==> src/rtl/leaf_pkt_pkg.sv <==
// BFT packet layout shared by the leaf transmit and receive interfaces.
package leaf_pkt_pkg;

  localparam int PACKET_BITS           = 49;
  localparam int PAYLOAD_BITS          = 32;
  localparam int NUM_LEAF_BITS         = 5;
  localparam int NUM_PORT_BITS         = 4;
  localparam int NUM_ADDR_BITS         = 7;
  localparam int DEST_BITS             = NUM_LEAF_BITS + NUM_PORT_BITS;
  localparam int FREESPACE_UPDATE_SIZE = 64;
  localparam int CREDIT_MAX            = 2**NUM_ADDR_BITS;
  localparam int CREDIT_BITS           = NUM_ADDR_BITS + 1;

  localparam int VALID_BIT = PACKET_BITS - 1;
  localparam int LEAF_LSB  = VALID_BIT - NUM_LEAF_BITS;
  localparam int PORT_LSB  = LEAF_LSB - NUM_PORT_BITS;
  localparam int ADDR_LSB  = PORT_LSB - NUM_ADDR_BITS;

  typedef struct packed {
    logic                     vld;
    logic [NUM_LEAF_BITS-1:0] leaf;
    logic [NUM_PORT_BITS-1:0] port;
    logic [NUM_ADDR_BITS-1:0] addr;
    logic [PAYLOAD_BITS-1:0]  payload;
  } pkt_t;

  function automatic logic [PACKET_BITS-1:0] pack_pkt(input pkt_t p);
    return p;
  endfunction

  function automatic pkt_t unpack_pkt(input logic [PACKET_BITS-1:0] raw);
    return pkt_t'(raw);
  endfunction

  // Port named by a credit-return packet; 0 (never a real port) when not valid.
  function automatic logic [NUM_PORT_BITS-1:0] credit_port(input logic [PACKET_BITS-1:0] raw);
    pkt_t p;
    p = unpack_pkt(raw);
    return p.vld ? p.port : '0;
  endfunction

endpackage

==> src/rtl/leaf_tx_packetizer_rr_arbiter.sv <==
// Round-robin arbiter: one-hot grant searching from the port after the last grant.
module rr_arbiter #(
  parameter int N = 3
) (
  input  logic         clk,
  input  logic         rst_n,
  input  logic [N-1:0] req,
  input  logic         advance,
  output logic [N-1:0] grant
);

  localparam int PW = (N > 1) ? $clog2(N) : 1;

  logic [PW-1:0] last_q, last_d;
  logic          found;

  always_comb begin
    int idx;
    grant  = '0;
    last_d = last_q;
    found  = 1'b0;
    for (int i = 1; i <= N; i++) begin
      idx = int'(last_q) + i;
      if (idx >= N) idx = idx - N;
      if (req[idx] && !found) begin
        grant[idx] = 1'b1;
        last_d     = PW'(idx);
        found      = 1'b1;
      end
    end
  end

  // Reset points at the highest port so the first search starts at port index 0.
  always_ff @(posedge clk or negedge rst_n) begin
    if (!rst_n) begin
      last_q <= PW'(N - 1);
    end else if (advance && found) begin
      last_q <= last_d;
    end
  end

endmodule

==> src/rtl/leaf_tx_packetizer.sv <==
// Leaf transmit packetizer: arbitrates user output streams into BFT packets
// with per-port routing, write-address sequencing, credits and resend hold.
module leaf_tx_packetizer
  import leaf_pkt_pkg::*;
#(
  parameter int NUM_OUT_PORTS = 3
) (
  input  logic                                  clk,
  input  logic                                  ap_rst_n,
  input  logic [NUM_OUT_PORTS*PAYLOAD_BITS-1:0] din_leaf_user2interface,
  input  logic [NUM_OUT_PORTS-1:0]              vld_user2interface,
  output logic [NUM_OUT_PORTS-1:0]              ack_interface2user,
  input  logic                                  cfg_wr_en,
  input  logic [NUM_PORT_BITS-1:0]              cfg_port_sel,
  input  logic [DEST_BITS-1:0]                  cfg_dest,
  input  logic [PACKET_BITS-1:0]                din_credit,
  input  logic                                  resend,
  output logic [PACKET_BITS-1:0]                dout_leaf_interface2bft,
  output logic                                  credit_err
);

  logic [NUM_OUT_PORTS-1:0]                    req, grant, ovf;
  logic [NUM_OUT_PORTS-1:0][DEST_BITS-1:0]     port_dest;
  logic [NUM_OUT_PORTS-1:0][NUM_ADDR_BITS-1:0] port_addr;
  logic [NUM_PORT_BITS-1:0]                    cred_port;
  logic [PACKET_BITS-1:0]                      dout_q, dout_d;
  logic                                        credit_err_q, credit_err_d;

  assign cred_port = credit_port(din_credit);

  for (genvar k = 0; k < NUM_OUT_PORTS; k++) begin : g_port
    localparam logic [NUM_PORT_BITS-1:0] PORT_ID = NUM_PORT_BITS'(k + 1);

    logic [DEST_BITS-1:0]     dest_q, dest_d;
    logic                     dest_vld_q, dest_vld_d;
    logic [NUM_ADDR_BITS-1:0] addr_q, addr_d;
    logic [CREDIT_BITS-1:0]   credit_q, credit_d;
    logic [CREDIT_BITS:0]     credit_sum;
    logic                     cfg_hit, cred_hit, ovf_k;

    always_comb begin
      cfg_hit    = cfg_wr_en && (cfg_port_sel == PORT_ID);
      cred_hit   = (cred_port == PORT_ID);
      credit_sum = {1'b0, credit_q}
                 + (cred_hit ? (CREDIT_BITS+1)'(FREESPACE_UPDATE_SIZE) : '0)
                 - {{CREDIT_BITS{1'b0}}, grant[k]};
      dest_d     = dest_q;
      dest_vld_d = dest_vld_q;
      addr_d     = addr_q;
      ovf_k      = 1'b0;
      if (credit_sum > (CREDIT_BITS+1)'(CREDIT_MAX)) begin
        credit_d = CREDIT_BITS'(CREDIT_MAX);
        ovf_k    = 1'b1;
      end else begin
        credit_d = credit_sum[CREDIT_BITS-1:0];
      end
      if (grant[k]) addr_d = addr_q + NUM_ADDR_BITS'(1);
      // A config write restarts the stream toward the new destination.
      if (cfg_hit) begin
        dest_d     = cfg_dest;
        dest_vld_d = 1'b1;
        addr_d     = '0;
        credit_d   = CREDIT_BITS'(CREDIT_MAX);
      end
    end

    always_ff @(posedge clk or negedge ap_rst_n) begin
      if (!ap_rst_n) begin
        dest_q     <= '0;
        dest_vld_q <= 1'b0;
        addr_q     <= '0;
        credit_q   <= CREDIT_BITS'(CREDIT_MAX);
      end else begin
        dest_q     <= dest_d;
        dest_vld_q <= dest_vld_d;
        addr_q     <= addr_d;
        credit_q   <= credit_d;
      end
    end

    assign req[k]       = vld_user2interface[k] & dest_vld_q & (credit_q != '0) & ~resend;
    assign ovf[k]       = ovf_k;
    assign port_dest[k] = dest_q;
    assign port_addr[k] = addr_q;
  end

  rr_arbiter #(.N(NUM_OUT_PORTS)) u_arb (
    .clk     (clk),
    .rst_n   (ap_rst_n),
    .req     (req),
    .advance (~resend),
    .grant   (grant)
  );

  always_comb begin
    pkt_t sel;
    sel = '0;
    for (int k = 0; k < NUM_OUT_PORTS; k++) begin
      if (grant[k]) begin
        sel.vld     = 1'b1;
        sel.leaf    = port_dest[k][DEST_BITS-1:NUM_PORT_BITS];
        sel.port    = port_dest[k][NUM_PORT_BITS-1:0];
        sel.addr    = port_addr[k];
        sel.payload = din_leaf_user2interface[k*PAYLOAD_BITS +: PAYLOAD_BITS];
      end
    end
    dout_d       = resend ? dout_q : pack_pkt(sel);
    credit_err_d = credit_err_q | (|ovf);
  end

  always_ff @(posedge clk or negedge ap_rst_n) begin
    if (!ap_rst_n) begin
      dout_q       <= '0;
      credit_err_q <= 1'b0;
    end else begin
      dout_q       <= dout_d;
      credit_err_q <= credit_err_d;
    end
  end

  assign ack_interface2user      = grant;
  assign dout_leaf_interface2bft = dout_q;
  assign credit_err              = credit_err_q;

endmodule

==> config.mk <==
export PLATFORM = sky130hd
export DESIGN_NAME = leaf_tx_packetizer
export DESIGN_NICKNAME = d
export VERILOG_FILES = /design/src/rtl/leaf_pkt_pkg.sv /design/src/rtl/leaf_tx_packetizer_rr_arbiter.sv /design/src/rtl/leaf_tx_packetizer.sv
export SDC_FILE = /design/constraint.sdc
export NUM_CORES = 1
export LEC_CHECK = 0
export BUFFER_PORTS_ARGS = -buffer_cell sky130_fd_sc_hd__buf_2
export CAP_MARGIN = 40
export CORE_MARGIN = 4
export CORE_UTILIZATION = 36
export CTS_CLUSTER_SIZE = 24
export DETAILED_ROUTE_END_ITERATION = 6
export PLACE_DENSITY_LB_ADDON = 0.25
export SLEW_MARGIN = 20
export SYNTH_ARGS = -nofsm -noshare
export SYNTH_HDL_FRONTEND = slang
export SYNTH_SLANG_ARGS = --single-unit
==> constraint.sdc <==
create_clock -name clk -period 5.2 [get_ports clk]
set_clock_uncertainty 0.2 [all_clocks]
set_input_delay 0.26 -clock clk [delete_from_list [all_inputs] [get_ports clk]]
set_output_delay 0.26 -clock clk [all_outputs]
set_load 0.005 [all_outputs]
# Yosys cells after proc, flatten, opt, wreduce, memory -nomap -nowiden

Cells that the tools add are included.

$add $sub $neg: 15
Magnitude comparators: 12
Eq/ne operators: 6
Multiplexer cells: 49
Bitwise operators: 13
Reduce and logical (&&, ||, !) cells: 20

Operators by type and width:

| kind                    | number |
|---|---|
| $mux W49                | 3 |
| $ge A32 B1 Y1 const B   | 3 |
| $ge A32 B3 Y1 const B   | 3 |
| $lt A32 B4 Y1 const B   | 3 |
| $mux W32                | 3 |
| $sub A32 B3 Y32 const B | 3 |
| $mux W7                 | 9 |
| $mux W8                 | 6 |
| $add A8 B7 Y9           | 3 |
| $gt A9 B8 Y1 const B    | 3 |
| $sub A9 B1 Y9           | 3 |
| $reduce_bool A8 Y1      | 3 |
| $add A7 B1 Y7 const B   | 3 |
| $eq A4 B2 Y1 const B    | 4 |
| $mux W1                 | 15 |
| $and A1 B1 Y1           | 9 |
| $logic_and A1 B1 Y1     | 9 |
| $mux W3                 | 3 |
| $eq A4 B1 Y1 const B    | 2 |
| $add A2 B2 Y3 const B   | 2 |
| $bmux W1 S2             | 3 |
| $demux W1 S2            | 3 |
| $mux W2                 | 3 |
| $or A3 B3 Y3            | 2 |
| 9 further kinds         | 12 |

Bits in registers: 127
Bits of input ports: 165
Output and inout port bits: 53
Logic and storage cells: 130

# Depth between registers and ports, before layout

Depth after elaboration: 18
Depth in mapped cells: 22
Depth with buffers taken out: 20

# Cells and area by module

From an unflattened synthesis, not the netlist that was laid out.

Cell total of the unflattened synthesis: 803
Area total of the unflattened synthesis: 7309.5 sq um

Modules (own cells, without submodules):

| module             | times used | cells an instance | area an instance (sq um) | sequential area each (sq um) |
|---|---|---|---|---|
| leaf_tx_packetizer | 1          | 741               | 6796.5                   | 3131.8 |
| rr_arbiter         | 1          | 62                | 513.0                    | 51.3 |

# Worst setup path before layout

OpenSTA, ideal clock, no wires.

Kind: register to register
Start: register u_arb.last_q[1]
End: register g_port[0].credit_q[7]
Library setup time: 84 ps
Data arrival time: 4360 ps
Data required time: 4916 ps
Setup slack: 556 ps
Stages on the path, launching flop included: 21
Path buffers: 2
Cell sequence: dfstp_2 -> inv_1 -> ha_1 -> buf_2 -> inv_1 -> a2111oi_0 -> nor3_1 -> a211o_1 -> a21o_2 -> clkinv_2 -> buf_4 -> ha_1 -> inv_1 -> ha_1 -> a211o_1 -> a311oi_1 -> o21ai_0 -> and3_1 -> a211oi_1 -> nand2_1 -> or2_2

Word-level cells in the longest chain between the ends: 17
Elaborated cells on any way between the ends: 51

RTL lines:

| element                                                                  | RTL line                            | text |
|---|---|---|
| from (decl)                                                              | leaf_tx_packetizer_rr_arbiter.sv:14 | `logic [PW-1:0] last_q, last_d;` |
| from (signal assigned)                                                   | leaf_tx_packetizer_rr_arbiter.sv:36 | `last_q <= PW'(N - 1);` |
| from (signal assigned)                                                   | leaf_tx_packetizer_rr_arbiter.sv:38 | `last_q <= last_d;` |
| parallel branches: the longest is 12 deep, another holds $sub A32 B3 Y32 | n/a                                 |  |
| $mux W3 *                                                                | leaf_tx_packetizer_rr_arbiter.sv:25 | `if (req[idx] && !found) begin` |
| named net ack_interface2user[0]                                          | leaf_tx_packetizer.sv:12            | `output logic [NUM_OUT_PORTS-1:0] ack_interface2user,` |
| $sub A9 B1 Y9 *                                                          | leaf_tx_packetizer.sv:46            | `- {{CREDIT_BITS{1'b0}}, grant[k]};` |
| $gt A9 B8 Y1                                                             | leaf_tx_packetizer.sv:51            | `if (credit_sum > (CREDIT_BITS+1)'(CREDIT_MAX)) begin` |
| $mux W8 *                                                                | leaf_tx_packetizer.sv:51            |  |
| $mux W8 *                                                                | leaf_tx_packetizer.sv:59            | `if (cfg_hit) begin` |
| named net g_port[0].credit_d[7]                                          | leaf_tx_packetizer.sv:37            | `logic [CREDIT_BITS-1:0] credit_q, credit_d;` |
| to (signal assigned)                                                     | leaf_tx_packetizer.sv:72            | `credit_q <= CREDIT_BITS'(CREDIT_MAX);` |
| to (signal assigned)                                                     | leaf_tx_packetizer.sv:77            | `credit_q <= credit_d;` |
| to (decl)                                                                | leaf_tx_packetizer.sv:37            |  |

Mark *: on every way through the listed nets, which the timed path passes. The select of a mux whose other input is x is not followed.
A chain may end at the register's enable or synchronous reset.

# Worst setup path in the final report

Start: register u_arb.last_q[1]
End: register g_port[0].credit_q[7]

Word-level cells in the longest chain between the ends: 17
Elaborated cells on any way between the ends: 51

RTL lines:

| element                                                                  | RTL line |
|---|---|
| parallel branches: the longest is 12 deep, another holds $sub A32 B3 Y32 | n/a |
| $mux W3 *                                                                | leaf_tx_packetizer_rr_arbiter.sv:25 |
| $sub A9 B1 Y9 *                                                          | leaf_tx_packetizer.sv:46 |
| $gt A9 B8 Y1                                                             | leaf_tx_packetizer.sv:51 |
| $mux W8 *                                                                | leaf_tx_packetizer.sv:51 |
| $mux W8 *                                                                | leaf_tx_packetizer.sv:59 |
| named net g_port[0].credit_d[7]                                          | leaf_tx_packetizer.sv:37 |

Marked as above.

==> impl_metrics.yaml <==
outcome:
  status: "finished, final reports clean"
clock_tree:
  numCtsBuffers: 17
  clk_pin_slew_ns: 0.06
  h-tree-depth: 4
  postCtsSetupBuffers: 0
  root_buffer: "clkbuf_16"
  clock_path_buffers: 2
  cts_sinks: 127
  cts_tree: "yes"
  clkLatencyLatePin_ns: 0.41
setup_path:
  cp_max_fo: 9
  rrSetupSlack_ns: 0.34
  cp.required_ns: 5.34
  worstReg2RegEnd: "g_port[0].credit_q[7]$_DFF_PN1_"
  endpoint_kind: "flop"
  worst_setup_path_start_kind: "flop"
  max_stage_delay_ns: 0.56
  worstPathCellList: "inv_1 -> ha_1 -> inv_1 -> a2111oi_1 -> nor3_1 -> a211o_1 -> a21o_2 -> clkinv_2 -> ha_1 -> inv_1 -> ha_1 -> a211o_1 -> a311oi_1 -> o21ai_0 -> and3_1 -> a211oi_1 -> nand2_1 -> or2_2"
  arrival_ns: 5.00
  path_class: "flop to flop"
  r2r_start: "u_arb.last_q[1]$_DFFE_PN1P_"
  cp_slowest_cell: "dfstp_2"
  ff2ff_path_depth: 18
grt:
  grt_usage_pct: 18.7
  grt-ovfl-total: 0
  grt_pass1_wl_um: 36200
  antenna_found_initial: 0
  first_global_vias: 7227
  grt_start_max_net_pins: 60
detailed_routing:
  vias: 7267
  drt_iter0_markers: 472
  drt_first_pass_iters: 4
  drc: 0
  detail-route-antenna-nets: 0
  drt-total-wl_um: 22300
  routed_via_density: 5.45
  wl_per_cell_um: 16.7
floorplan:
  core-area_um2: 20400
  fp.dieH_um: 153
  start_util_pct: 36.9
  die_area_um2: 23300
  rows: 52
  die_x_um: 153
  pin_count: 218
timing:
  hold_ws_ns: 0.0821
  drv_slew: 0
  hold_viol: 0
  max_freq_mhz: 206
  post-route-min-period_ns: 4.86
  slew_headroom_pct: 47.8
  tightest_slew_ns: 0.783
  final-setup-viol-count: 0
  rsz0062_at_grt: "no"
  finalSetupTns_ns: 0
  final.period_utilization_pct: 93.5
cells_and_area:
  layout.cells.non_filler: 1334
  syn2layout_area_growth_pct: 31.9
  drive_gt1_share_pct: 23.3
  nNetsFinal: 1261
  final_cell_mix: "172 x buf_2, 123 x dfrtp_1, 102 x nand2_1"
  final_cell_area_um2: 9940
  mostFrequentLayoutCell: "buf_2"
  num_antenna_cells: 0
placement:
  placed_area_um2: 8610
  hpwl_um: 14300
  gp_congestion: 0.882
  port_buffers: 173
  placed_cells: 1228
synth:
  netlist_area_um2: 7540
  yosysTopAreaCellShare_pct: 40.8
  synth_nets: 1027
  synth-edff-count: 0
  synthArstFlopShare_pct: 100
  ys_types: 68
  seq_area_frac_synth_pct: 42.2
  ys_seq_elements: 127
  yosysTopAreaCell: "dfrtp_1"
  synth.area.top_cells: "dfrtp_1 41%, ha_1 7.0%, nand2_1 5.1%, a21oi_1 4.8%, a22oi_1 4.8%"
  netlist_instances: 817
  ys_dominant_reg_cell: "dfrtp_1"
  yosysWarnings: 0
  avgSynthCellArea_um2: 9.22
power:
  p_leak_nw: 4.73
  ir_drop_uv: 570
  p_per_area_nw_per_um2: 620
  finalPower_mw: 6.17
min_path:
  hp-class: "input pin to flop"
  hold_depth: 5
  hp-start: "vld_user2interface[2]"
  hold_end: "u_arb.last_q[1]$_DFFE_PN1P_"
flow_run:
  cap_violations: 0
[how the worst max path moves through the flow]
stage                                            from                               to  slack (ns)  depth (start not counted)
after CTS                 u_arb.last_q[1]$_DFFE_PN1P_  g_port[0].credit_q[7]$_DFF_PN1_        0.32                         18
after detailed placement  u_arb.last_q[1]$_DFFE_PN1P_  g_port[0].credit_q[7]$_DFF_PN1_        0.35                         18
after global routing      u_arb.last_q[1]$_DFFE_PN1P_  g_port[0].credit_q[6]$_DFF_PN0_        0.01                         21
final                     u_arb.last_q[1]$_DFFE_PN1P_  g_port[0].credit_q[7]$_DFF_PN1_        0.34                         18
after floorplan           u_arb.last_q[1]$_DFFE_PN1P_  g_port[0].credit_q[7]$_DFF_PN1_        0.56                         20
after global placement    u_arb.last_q[1]$_DFFE_PN1P_  g_port[0].credit_q[7]$_DFF_PN1_        0.35                         18
[critical path, delay by kind of cell, from the launching register on]
family / cells / cell delay (ns)
compound gates: 7 / 2.05
fa+ha+maj: 3 / 0.81
buf+inv: 4 / 0.41
flops: 1 / 0.56
simple gates: 4 / 0.73
[kinds of logic (layout without fill, tap and decap cells)]
| logic type | count (synthesis) | count (layout) | share of synthesized area [%] |
|---|---|---|---|
| buffers and inverters | 103 | 350 | 6.46 |
| AO/OA/AOI/OAI | 292 | 292 | 25.2 |
| XOR/XNOR | 16 | 16 | 1.86 |
| flip-flops | 127 | 127 | 42.2 |
| multiplexers | 2 | 2 | 0.266 |
| AND/OR/NAND/NOR | 232 | 232 | 16.2 |
| adder cells (fa/ha/maj) | 45 | 45 | 7.77 |
[final cells by class]
type                       instances  area, um2
clock buffer                      17        425
clock inverter                    15        164
fill                            1946      10500
inverter                          55        208
multi-input combinational        587       3890
sequential                       127       3180
tap                              270        338
timing repair buffer             263       1730
[metrics by stage]
stage	util, %	setup WS, ns
2_1_floorplan	-	0.556
3_3_place_gp	42.1	0.349
3_5_place_dp	42.1	0.346
4_1_cts	48.7	0.319
5_1_grt	48.7	0.0125
6_report	48.7	0.337
[flip-flops by register name, summed over array words and instances, names as in the netlist]
signal,flops
dout_leaf_interface2bft,49
g_port.dest_q,27
g_port.credit_q,24
g_port.addr_q,21
g_port.dest_vld_q,3
u_arb.last_q,2
credit_err,1
[cells in the mapped netlist (5+ instances only)]
cell,n
a211o_1,9
a211oi_1,5
a21oi_1,72
a22oi_1,48
a311oi_1,5
a31oi_1,52
and3_1,13
buf_2,15
clkbuf_1,24
dfrtp_1,123
ha_1,42
inv_1,53
nand2_1,102
nand2b_1,11
nand3_1,8
nand3b_1,6
nand4_1,7
nand4b_1,8
nor2_1,34
o21ai_0,19
o22ai_1,48
or2_2,6
xnor2_1,9
xor2_1,7
[report_power, final]
group,switching [mW],internal (mW)
clock network,0.469,0.712
logic,1.89,1.55
registers,0.236,1.31
total,2.59,3.57
[metal layers]
metal | track usage, % | share of wire, % | up-vias
met5 | 0 | 0 | -
met4 | 6.87 | 2.5 | 0
met3 | 3.52 | 6.0 | 37
met2 | 31.6 | 48 | 276
met1 | 23.9 | 44 | 3449
li1 | - | - | 3505
[timing repair]
item | CTS | global route
hold buffers | 74 | 0
endpoints found under the hold margin | 90 | 0
gates resized for setup | 0 | 1
endpoints found under the setup margin | 0 | 8
(Power assumes the default switching activity.)
